===== src/rtl/cust_stim_pkg.sv =====
// rtl/cust_stim_pkg.sv - shared widths, channel state type and compare helper
package cust_stim_pkg;

    localparam int SAMPLE_W = 16;
    localparam int CNT_W    = 16;
    localparam logic RST_BELOW = 1'b1;

    // Per-channel tracking word: last-sample-below flag plus refractory countdown
    typedef struct packed {
        logic             below;
        logic [CNT_W-1:0] rcnt;
    } chan_state_t;

    // Reset word: "below" set so the first crossing needs a prior above-threshold sample
    localparam chan_state_t CHAN_STATE_RST = '{below: RST_BELOW, rcnt: '0};

    // Two's complement a <= b, shared by the threshold stages
    function automatic logic signed_le(input logic signed [SAMPLE_W-1:0] a,
                                       input logic signed [SAMPLE_W-1:0] b);
        return a <= b;
    endfunction

endpackage


===== src/rtl/cust_chan_state_ram.sv =====
// rtl/cust_chan_state_ram.sv - per-channel state array, comb read, clocked write
module cust_chan_state_ram
    import cust_stim_pkg::*;
#(
    parameter int CHANNELS     = 1,
    parameter int CHANNELS_PW2 = 7
) (
    input  logic                    clk,
    input  logic                    reset,
    input  logic [CHANNELS_PW2-1:0] rd_addr,
    output chan_state_t             rd_data,
    input  logic                    wr_en,
    input  logic [CHANNELS_PW2-1:0] wr_addr,
    input  chan_state_t             wr_data
);

    chan_state_t mem [CHANNELS];

    // Read mux by address compare; out-of-range addresses return the reset word
    always_comb begin
        rd_data = CHAN_STATE_RST;
        for (int i = 0; i < CHANNELS; i++) begin
            if (rd_addr == CHANNELS_PW2'(i)) begin
                rd_data = mem[i];
            end
        end
    end

    // Async clear of every entry; write only the addressed entry
    always_ff @(posedge clk or posedge reset) begin
        if (reset) begin
            for (int i = 0; i < CHANNELS; i++) begin
                mem[i] <= CHAN_STATE_RST;
            end
        end else if (wr_en) begin
            for (int i = 0; i < CHANNELS; i++) begin
                if (wr_addr == CHANNELS_PW2'(i)) begin
                    mem[i] <= wr_data;
                end
            end
        end
    end

endmodule


===== src/rtl/cust_spike_detector.sv =====
// rtl/cust_spike_detector.sv - per-channel negative threshold crossing detector with refractory
module cust_spike_detector
    import cust_stim_pkg::*;
#(
    parameter int CHANNELS     = 1,
    parameter int CHANNELS_PW2 = 7
) (
    input  logic                    clk,
    input  logic                    reset,
    input  logic [SAMPLE_W-1:0]     chan_in_sample,
    input  logic [CHANNELS_PW2-1:0] chan_in_num,
    input  logic                    chan_in_valid,
    output logic                    chan_in_read,
    input  logic [SAMPLE_W-1:0]     threshold,
    input  logic [CNT_W-1:0]        refractory,
    input  logic                    enable,
    output logic [CHANNELS_PW2-1:0] spike_num,
    output logic                    spike_valid,
    input  logic                    spike_read,
    output logic [CNT_W-1:0]        spike_count
);

    localparam logic [CHANNELS_PW2:0] NUM_CH = (CHANNELS_PW2 + 1)'(CHANNELS);

    chan_state_t cur_state;
    chan_state_t nxt_state;
    logic        accept;
    logic        in_range;
    logic        s_le;
    logic        fire;

    cust_chan_state_ram #(
        .CHANNELS     (CHANNELS),
        .CHANNELS_PW2 (CHANNELS_PW2)
    ) u_state (
        .clk     (clk),
        .reset   (reset),
        .rd_addr (chan_in_num),
        .rd_data (cur_state),
        .wr_en   (accept && in_range),
        .wr_addr (chan_in_num),
        .wr_data (nxt_state)
    );

    // Handshake, crossing detection and next per-channel state
    always_comb begin
        chan_in_read    = !spike_valid || spike_read;
        accept          = chan_in_valid && chan_in_read;
        in_range        = {1'b0, chan_in_num} < NUM_CH;
        s_le            = signed_le(chan_in_sample, threshold);
        fire            = accept && in_range && s_le && !cur_state.below
                          && (cur_state.rcnt == '0) && enable;
        nxt_state.below = s_le;
        if (fire) begin
            nxt_state.rcnt = refractory;
        end else if (cur_state.rcnt != '0) begin
            nxt_state.rcnt = cur_state.rcnt - CNT_W'(1);
        end else begin
            nxt_state.rcnt = '0;
        end
    end

    // Event register: a new fire wins over a same-edge read so nothing is dropped
    always_ff @(posedge clk or posedge reset) begin
        if (reset) begin
            spike_valid <= 1'b0;
            spike_num   <= '0;
        end else if (fire) begin
            spike_valid <= 1'b1;
            spike_num   <= chan_in_num;
        end else if (spike_valid && spike_read) begin
            spike_valid <= 1'b0;
        end
    end

    // Saturating count of emitted events
    always_ff @(posedge clk or posedge reset) begin
        if (reset) begin
            spike_count <= '0;
        end else if (fire && (spike_count != '1)) begin
            spike_count <= spike_count + CNT_W'(1);
        end
    end

endmodule


===== config.mk =====
export PLATFORM = sky130hd
export DESIGN_NAME = cust_spike_detector
export DESIGN_NICKNAME = d
export VERILOG_FILES = /design/src/rtl/cust_stim_pkg.sv /design/src/rtl/cust_chan_state_ram.sv /design/src/rtl/cust_spike_detector.sv
export SDC_FILE = /design/constraint.sdc
export NUM_CORES = 1
export LEC_CHECK = 0
export CORE_AREA = 2 2 106 67
export CTS_CLUSTER_DIAMETER = 50
export DETAILED_ROUTE_END_ITERATION = 10
export DIE_AREA = 0 0 108 69
export PLACE_DENSITY = 0.75
export SYNTH_ARGS = -nofsm -noshare
export SYNTH_HDL_FRONTEND = slang
export SYNTH_SLANG_ARGS = --single-unit

===== constraint.sdc =====
create_clock -name clk -period 2.3 [get_ports clk]
set_clock_uncertainty 0.15 [all_clocks]
set_input_delay 0.46 -clock clk [delete_from_list [all_inputs] [get_ports clk]]
set_output_delay 0.46 -clock clk [all_outputs]
set_load 0.02 [all_outputs]

==> impl_metrics.py, run 1 <==
metrics = {
    "run_status": {
        "status": "finished, violations left",
        "violations": "setup timing",
    },
    "critical_path": {
        "r2r-end": "spike_count[12]",
        "critical_path_required_ps": 2370,
        "r2r_cells": 5,
        "cp-startpoint": "u_state.mem[11]",
        "cp-start-kind": "flop",
        "crit_end": "spike_count[12]",
        "crit_arrival_ps": 2500,
        "path_max_fanout": 3,
        "r2r_start": "u_state.mem[11]",
        "r2r_slack_ps": -130,
        "crit_type": "reg -> reg",
        "crit_path_end_kind": "flop",
    },
    "die": {
        "dieHeight_um": 69,
        "dieArea_um2": 7450,
        "die_w_um": 108,
        "rows": 23,
        "initial_utilization_pct": 41.1,
        "core_area_um2": 6470,
        "io_pins": 85,
    },
    "logic_synthesis": {
        "syn_nets": 386,
        "ys_warn_count": 0,
        "synth-seq-cells": 41,
        "synthFlopType": "dfrtp_1",
        "synth_cell_types": 53,
        "syn_area_per_cell_um2": 8.66,
        "synthArstFlopShare_pct": 100,
        "synth_area_leaders": "dfrtp_1 (38%), ha_1 (8.9%), a21oi_1 (4.9%)",
        "synthCells": 307,
        "synth_top_area_share_pct": 37.6,
        "synth.cell_area_um2": 2660,
        "synth_edf_count": 0,
        "synth_area_leader_cell": "dfrtp_1",
        "ys_seq_area_share_pct": 38.6,
    },
    "clock_tree": {
        "clockRootBuffer": "clkbuf_8",
        "htreeDepth": 2,
        "cts_sinks": 41,
        "numCtsBuffers": 5,
        "clk_path_buf_depth": 2,
        "clk_latency_ps": 310,
        "cts_tree": "built",
        "path_clk_slew_ps": 90,
    },
    "pwr": {
        "switching_share_pct": 31.9,
        "power.total_w": 0.00182,
        "switchingPower_w": 0.000583,
        "seq_power_share_pct": 41.8,
        "leakagePower_nw": 2.15,
        "ir_drop_uv": 277,
        "power.density_nw_per_um2": 385,
        "power_frac_comb_pct": 31.3,
        "p_int_w": 0.00124,
        "pwr-share-clk_pct": 26.9,
    },
    "sta": {
        "finalMaxSlewViolations": 0,
        "rsz0062_at_grt": "true",
        "period_minus_slack_ps": 2430,
        "setup-violations-final": 19,
        "timing.final.ws_setup_ps": -126,
        "hold_violations": 0,
        "relSlewSlack_pct": 53.4,
        "holdWs_ps": 338,
        "max_freq_ghz": 0.412,
        "worst_pin_slew_ps": 697,
        "period_share_pct": 105,
    },
    "route": {
        "drt_wl_total_um": 8990,
        "vias": 2842,
        "drt_iter0_markers": 209,
        "wire_per_inst_um": 16.7,
        "drtAntennaViolNets": 0,
        "drt_first_pass_iters": 4,
        "drc": 0,
        "vias_per_cell": 5.26,
    },
    "global_routing": {
        "antenna_found_initial": 0,
        "grt_start_max_net_pins": 42,
        "gr-total-overflow": 0,
        "grt_pass1_wl_um": 14600,
        "grt_pass1_vias": 2932,
        "grtUsageTotal_pct": 25.2,
    },
    "cells_and_area": {
        "diodes": 0,
        "nNetsFinal": 531,
        "final_layout_size_suffix_gt1_share_pct": 38.4,
        "fin_area_um2": 4740,
        "syn_to_final_growth_pct": 78.3,
        "final_cell_mix": "buf_4 (53), clkdlybuf4s50_1 (44), dfrtp_1 (40)",
        "layout_commonest_cell": "buf_4",
    },
    "placement": {
        "globalplace.congestion": 0.902,
        "io_buffers": 84,
        "placed_cell_area_um2": 4250,
        "dp_slack_ps": -841,
        "dp_hpwl_um": 6430,
    },
    "job": {
        "drv_cap": 0,
    },
    "min_path": {
        "min_path_type": "in -> async",
    },
}
-- sequential cells by signal (all words and copies together), names as in the netlist --
register	flops
spike_count	16
spike_valid	1
spike_num	7
u_state.mem	17
-- cell families after synthesis --
group	synth area share [%]
AOI/OAI and AO/OA	16.1
xor gates and xnor gates	4.28
adders and majority gates	8.94
buffers and inverters	6.07
DFF	38.6
muxes	1.22
and+or+nand+nor	24.8
-- worst min path at each step --
stage	cells after the start	slack, ps	endpoint
5_1_grt	1	360	spike_count[9]
2_1_floorplan	2	310	u_state.mem[16]
6_report	3	340	u_state.mem[10]
3_5_place_dp	1	320	spike_num[4]
4_1_cts	1	340	spike_count[4]
3_3_place_gp	1	320	spike_num[4]
-- synthesized netlist by cell type (2+ instances only) --
master / n
a32oi_1: 3
a21o_1: 3
o21a_1: 3
a211oi_1: 2
and3_1: 4
xor2_1: 12
nand2_1: 25
o211ai_1: 2
o21ai_1: 5
inv_1: 32
nor4_1: 12
nand3_1: 8
and4_1: 2
o21ai_0: 22
clkbuf_1: 6
a21oi_1: 26
nand2b_1: 4
and2_1: 8
mux2_2: 2
ha_1: 19
nor2_1: 23
buf_2: 2
nand4_1: 4
a31oi_1: 2
dfrtp_1: 40
nor3_1: 5
nor4b_1: 2
nor4_2: 2
or2_2: 3
-- routing by layer --
layer	vias to the layer above	global-route usage [%]	share of wire [%]
met2	96	38.3	44
met5	-	0	0
met4	0	5.13	1.1
met1	1351	36.9	48
met3	14	5.58	6.4
li1	1381	-	-
-- critical path, stage by stage (launching register included) --
cell	delay, ps
dfrtp_1	390
or4_4	540
or4b_1	480
or3_4	380
nor4_4	160
mux2i_1	240
-- area by class of cell --
class / count / area (um^2)
repair buffers: 148 / 1350
multi-input cells: 224 / 2030
well taps: 87 / 109
fillers: 445 / 1740
flip-flops and latches: 41 / 1030
clock buffers: 5 / 68.8
clock inverters: 3 / 17.5
inverters: 32 / 138
-- through the flow --
| stage | cells | util [%] | TNS [ps] |
|---|---|---|---|
| global route | 540 | 73.2 | -3620 |
| CTS | 534 | 71.6 | -1290 |
| detailed placement | 516 | 65.6 | -30020 |
| floorplan | 307 | - | -384 |
| global placement | 516 | 65.6 | -28150 |
| finish | 540 | 73.2 | -1350 |
-- repair_timing --
| action | in CTS | in global routing |
|---|---|---|
| gates resized for setup | 122 | 48 |
| pin swaps | 43 | 28 |
| hold buffers | 0 | 0 |
| buffers inserted | 9 | 9 |
| setup endpoints to repair | 42 | 40 |
| hold endpoints to repair | 0 | 0 |
| gates cloned | 2 | 0 |
-- power by group through the flow --
stage               Combinational (W)  Sequential, W  Clock (W)
CTS                          0.000531       0.000761   0.000492
global route                 0.000618       0.000765   0.000522
global placement             0.000468       0.000773          0
detailed placement           0.000479       0.000774          0
finish                       0.000570       0.000763   0.000492
floorplan                    0.000230       0.000775          0
Power figures use the tool's default switching activity.
==> run 2, diff against run 1 <==
- CORE_AREA: 2 2 106 67 -> 2 2 105 66
- CTS_BUF_LIST: unset -> sky130_fd_sc_hd__clkbuf_2 sky130_fd_sc_hd__clkbuf_4 sky130_fd_sc_hd__clkbuf_8
- DIE_AREA: 0 0 108 69 -> 0 0 107 68
- PLACE_DENSITY: 0.75 -> 0.77
==> impl_metrics.py, run 2 (synthesized netlist as in run 1, its figures left out) <==
metrics = {
    "die": {
        "io_pins": 85,
        "die_w_um": 107,
        "dieHeight_um": 68,
        "core_area_um2": 6420,
        "dieArea_um2": 7280,
        "initial_utilization_pct": 41.4,
        "rows": 23,
    },
    "critical_path": {
        "path_max_fanout": 4,
        "critical_path_required_ps": 2360,
        "cpPeakStageDelay_ps": 570,
        "cp_top_family": "simple AND/OR/NAND/NOR gates",
        "crit_slowest_cell": "or4_4",
        "cp-startpoint": "u_state.mem[14]",
        "crit_arrival_ps": 2570,
        "path_buf_inv": 0,
        "cp-start-kind": "flop",
        "worst-path-stages": 5,
        "crit_type": "reg -> reg",
        "cp_cell_sequence": "or4_4, or4b_4, or3_4, or2_4, o21ai_4",
        "r2r_cells": 5,
        "crit_path_end_kind": "flop",
        "r2r_start": "u_state.mem[14]",
    },
    "sta": {
        "setup-violations-final": 24,
        "rsz0062_at_grt": "true",
        "relSlewSlack_pct": 50.2,
        "max_freq_ghz": 0.399,
        "period_share_pct": 109,
        "period_minus_slack_ps": 2510,
        "hold_violations": 0,
        "timing.final.ws_setup_ps": -207,
        "finalMaxSlewViolations": 0,
        "holdWs_ps": 345,
        "worst_pin_slew_ps": 741,
    },
    "cells_and_area": {
        "fin_area_um2": 4840,
        "largest_reg_flops": 17,
        "layout_commonest_cell": "buf_4",
        "regArea_um2": 1030,
        "syn_to_final_growth_pct": 81.9,
        "final_cell_mix": "buf_4 (52), clkdlybuf4s50_1 (46), dfrtp_1 (40)",
        "largestRegisters": "u_state.mem: 17 flops, spike_count: 16 flops, spike_num: 7 flops",
        "fin_util_pct": 75.4,
        "regMostFlops": "u_state.mem",
        "multiInputGateArea_um2": 2080,
        "final_layout_size_suffix_gt1_share_pct": 38.5,
        "fillerInstances": 442,
        "nNetsFinal": 533,
        "diodes": 0,
        "final_cell_count_no_fill": 541,
    },
    "placement": {
        "globalplace.congestion": 0.903,
        "dp.cells": 513,
        "io_buffers": 84,
        "dp_hpwl_um": 6100,
        "dp_slack_ps": -895,
        "placed_cell_area_um2": 4210,
    },
    "global_routing": {
        "antenna_found_initial": 0,
        "grt_pass1_vias": 2898,
        "grtUsageTotal_pct": 24.3,
        "grt_start_max_net_pins": 42,
        "gr-total-overflow": 0,
        "grt_pass1_wl_um": 13700,
    },
    "clock_tree": {
        "htreeDepth": 2,
        "clk_latency_ps": 290,
        "clk_path_buf_depth": 2,
        "path_clk_slew_ps": 80,
        "clockRootBuffer": "clkbuf_8",
        "cts_tree": "built",
        "numCtsBuffers": 5,
        "cts_sinks": 41,
    },
    "run_status": {
        "violations": "setup timing",
        "status": "finished, violations left",
    },
    "min_path": {
        "whs_path_depth": 1,
        "min_path_type": "reg -> reg",
        "min_from": "spike_num[2]",
    },
    "pwr": {
        "ir_drop_uv": 308,
        "leakagePower_nw": 2.18,
        "power.density_nw_per_um2": 399,
    },
    "route": {
        "drtAntennaViolNets": 0,
        "drc": 0,
        "drt_wl_total_um": 9000,
        "vias": 2875,
        "drt_iter0_markers": 156,
        "drt_first_pass_iters": 4,
        "wire_per_inst_um": 16.6,
        "vias_per_cell": 5.31,
    },
    "job": {
        "drv_cap": 0,
    },
}
-- run 2: changes by cell type in the layout (fill, tap and decap cells not counted), moves of 3 or more --
cell,previous run,this run
a21oi_1,22,16
a21oi_2,4,10
buf_6,12,15
clkbuf_2,9,3
clkdlybuf4s15_1,4,9
o21ai_0,15,8
o21ai_1,6,11
-- run 2: metrics by stage --
stage | power (W) | setup TNS [ps]
after CTS | 0.00186 | -2680
after floorplan | 0.00101 | -384
after global placement | 0.00124 | -28350
final | 0.00193 | -2680
after global routing | 0.00202 | -5030
after detailed placement | 0.00125 | -29820
-- run 2: layout make-up --
cell class	instances	share of cell area, %
clock buffer	5	1.42
multi-input combinational	224	43.0
sequential	41	21.2
clock inverter	2	0.724
timing repair buffer	150	28.5
inverter	32	2.85
tap	87	2.25
-- run 2: final timing paths --
kind / endpoint / slack (ps)
max reg2reg: u_state.mem[12] / -210
max: u_state.mem[12] / -210
min reg2reg: spike_num[2] / 350
max in group asynchronous: u_state.mem[16] / 1170
min: spike_num[2] / 350
min in group asynchronous: spike_num[1] / 450
-- run 2: layer usage --
layer | track usage, % | share of wire, %
met5 | 0 | 0
met4 | 5.36 | 0.94
met3 | 4.38 | 6.0
met2 | 41.8 | 49
met1 | 32.5 | 44
-- run 2: repair_timing --
| action | in CTS | in global routing |
|---|---|---|
| gates resized for setup | 111 | 62 |
| pin swaps | 45 | 40 |
| endpoints found under the setup margin | 42 | 40 |
| buffers inserted | 15 | 6 |
| hold buffers | 0 | 0 |
-- run 2: report_power, final --
part | internal (W) | total [W] | switching (W)
clock network | 0.000316 | 0.000565 | 0.000249
logic | 0.000304 | 0.000605 | 0.000301
registers | 0.000741 | 0.000760 | 0.0000185
==> run 3, diff against run 2 <==
- CORE_AREA: 2 2 105 66 -> 2 2 68 102
- CTS_CLUSTER_SIZE: unset -> 10
- DIE_AREA: 0 0 107 68 -> 0 0 70 104
- PLACE_DENSITY: 0.77 -> 0.76
==> impl_metrics.py, run 3 (synthesized netlist as in run 1, its figures left out) <==
metrics = {
    "global_routing": {
        "grtUsageTotal_pct": 23.7,
        "grt_pass1_wl_um": 13900,
        "antenna_found_initial": 0,
        "grt_start_max_net_pins": 42,
        "gr-total-overflow": 0,
        "grt_pass1_vias": 3080,
    },
    "critical_path": {
        "cp-start-kind": "input pin",
        "cp_cell_sequence": "buf_8, inv_12, ha_4, nand4_1, or3_4, o31ai_4, o21ai_4, buf_12, buf_12, buf_12, nor4_4, xor2_1",
        "crit_type": "in -> reg",
        "r2r_start": "u_state.mem[5]",
        "crit_path_end_kind": "flop",
        "crit_arrival_ps": 2610,
        "crit_slowest_cell": "or3_4",
        "path_max_fanout": 5,
        "cpPeakStageDelay_ps": 470,
        "r2r-end": "spike_count[8]",
        "critical_path_required_ps": 2360,
        "cp_top_family": "simple AND/OR/NAND/NOR gates",
        "path_buf_inv": 5,
        "r2r_cells": 10,
        "r2r_slack_ps": -170,
        "crit_path_frequent_cell": "buf_12",
    },
    "min_path": {
        "min_to": "u_state.mem[16]",
        "min_path_type": "reg -> reg",
        "min_from": "u_state.mem[16]",
        "whs_path_depth": 2,
    },
    "route": {
        "drt_iter0_markers": 158,
        "drt_first_pass_iters": 5,
        "wire_per_inst_um": 16.0,
        "drc": 0,
        "dr_wl_met2_um": 4720,
        "routedLengthMet1_um": 3090,
        "drtAntennaViolNets": 0,
        "vias": 2836,
        "highest_layer": "met4",
        "vias_per_cell": 5.40,
        "drt_wl_total_um": 8420,
        "wl_met3_um": 357,
    },
    "die": {
        "io_pins": 85,
        "die_w_um": 70,
        "rows": 36,
        "dieHeight_um": 104,
        "core_area_um2": 6400,
        "dieArea_um2": 7280,
        "initial_utilization_pct": 41.6,
    },
    "pwr": {
        "power.density_nw_per_um2": 373,
        "power.total_w": 0.00181,
        "leakagePower_nw": 2.16,
        "ir_drop_uv": 349,
    },
    "sta": {
        "finalMaxSlewViolations": 0,
        "period_minus_slack_ps": 2540,
        "relSlewSlack_pct": 54.6,
        "setup-violations-final": 40,
        "hold_violations": 0,
        "timing.final.ws_setup_ps": -242,
        "period_share_pct": 111,
        "worst_pin_slew_ps": 680,
        "max_freq_ghz": 0.393,
        "rsz0062_at_grt": "true",
    },
    "clock_tree": {
        "numCtsBuffers": 5,
        "cts_tree": "built",
        "cts_sinks": 41,
        "holdBufCountCts": 0,
        "htreeDepth": 2,
        "clockRootBuffer": "clkbuf_8",
        "clk_path_buf_depth": 2,
        "path_clk_slew_ps": 80,
        "clk_latency_ps": 300,
    },
    "cells_and_area": {
        "largestRegisters": "u_state.mem: 17 flops, spike_count: 16 flops, spike_num: 7 flops",
        "largest_reg_flops": 17,
        "regMostFlops": "u_state.mem",
        "syn_to_final_growth_pct": 82.7,
        "final_cell_mix": "clkdlybuf4s50_1 (46), buf_4 (44), dfrtp_1 (40)",
        "nNetsFinal": 528,
        "layout_commonest_cell": "clkdlybuf4s50_1",
        "fin_util_pct": 75.9,
        "diodes": 0,
        "final_layout_size_suffix_gt1_share_pct": 39.9,
    },
    "job": {
        "drv_cap": 0,
    },
    "placement": {
        "io_buffers": 84,
        "dp_hpwl_um": 6010,
        "globalplace.congestion": 0.895,
    },
    "run_status": {
        "status": "finished, violations left",
        "violations": "setup timing",
    },
}
[run 3: cell types whose count changed in the layout (fill, tap and decap cells not counted), sizes merged]
cell,previous run,this run
buf,74,72
bufinv,1,0
clkbuf,8,7
clkdlybuf4s15,9,11
clkinv,1,0
clkinvlp,0,1
dlygate4sd2,16,14
dlymetal6s2s,2,1
[run 3: cell type report]
| type | count | area (um^2) |
|---|---|---|
| clock inverters | 1 | 7.51 |
| fillers | 429 | 1540 |
| multi-input cells | 224 | 2070 |
| inverters | 32 | 138 |
| repair buffers | 145 | 1430 |
| flip-flops and latches | 41 | 1030 |
| clock buffers | 6 | 82.6 |
| well taps | 76 | 95.1 |
[run 3: worst min-delay path, delay by kind of cell (launching register included)]
kind / cells / cell delay (ps)
flops: 1 / 370
compound gates: 1 / 70
simple gates: 1 / 40
[run 3: worst max path at each step]
stage,to,from,depth (start not counted)
floorplan,spike_count[14],threshold[14],10
global placement,spike_count[5],threshold[14],10
detailed placement,spike_count[6],threshold[14],11
CTS,spike_count[13],threshold[14],11
global route,spike_count[8],threshold[14],12
finish,spike_count[8],threshold[14],12
[run 3: where the power goes]
part | internal [W] | switching, W | total (W)
clock network | 0.000238 | 0.000258 | 0.000495
registers | 0.000741 | 0.0000195 | 0.000761
logic | 0.000287 | 0.000268 | 0.000555
total | 0.00127 | 0.000545 | 0.00181
[run 3: what timing repair did]
item / in CTS / in global routing
cloned: 1 / 1
pin swaps: 43 / 39
setup buffers: 15 / 3
endpoints found under the setup margin: 42 / 41
resized for setup: 148 / 39
[run 3: routing by layer]
metal / up-vias / track usage (%)
li1: 1366 / -
met1: 1350 / 24.3
met2: 97 / 45.6
met3: 23 / 3.59
met4: 0 / 10.7
met5: - / 0
[run 3: per-stage QoR]
stage / hold WS [ps] / cell area [um^2] / setup slack, ps / instances / setup TNS (ps)
finish: 344 / 4860 / -242 / 525 / -4170
global route: 362 / 4860 / -299 / 525 / -6570
CTS: 341 / 4670 / -170 / 521 / -2810
detailed placement: 322 / 4200 / -853 / 500 / -28530
global placement: 318 / 4200 / -771 / 500 / -26660
floorplan: 307 / 2960 / -80.9 / 307 / -384
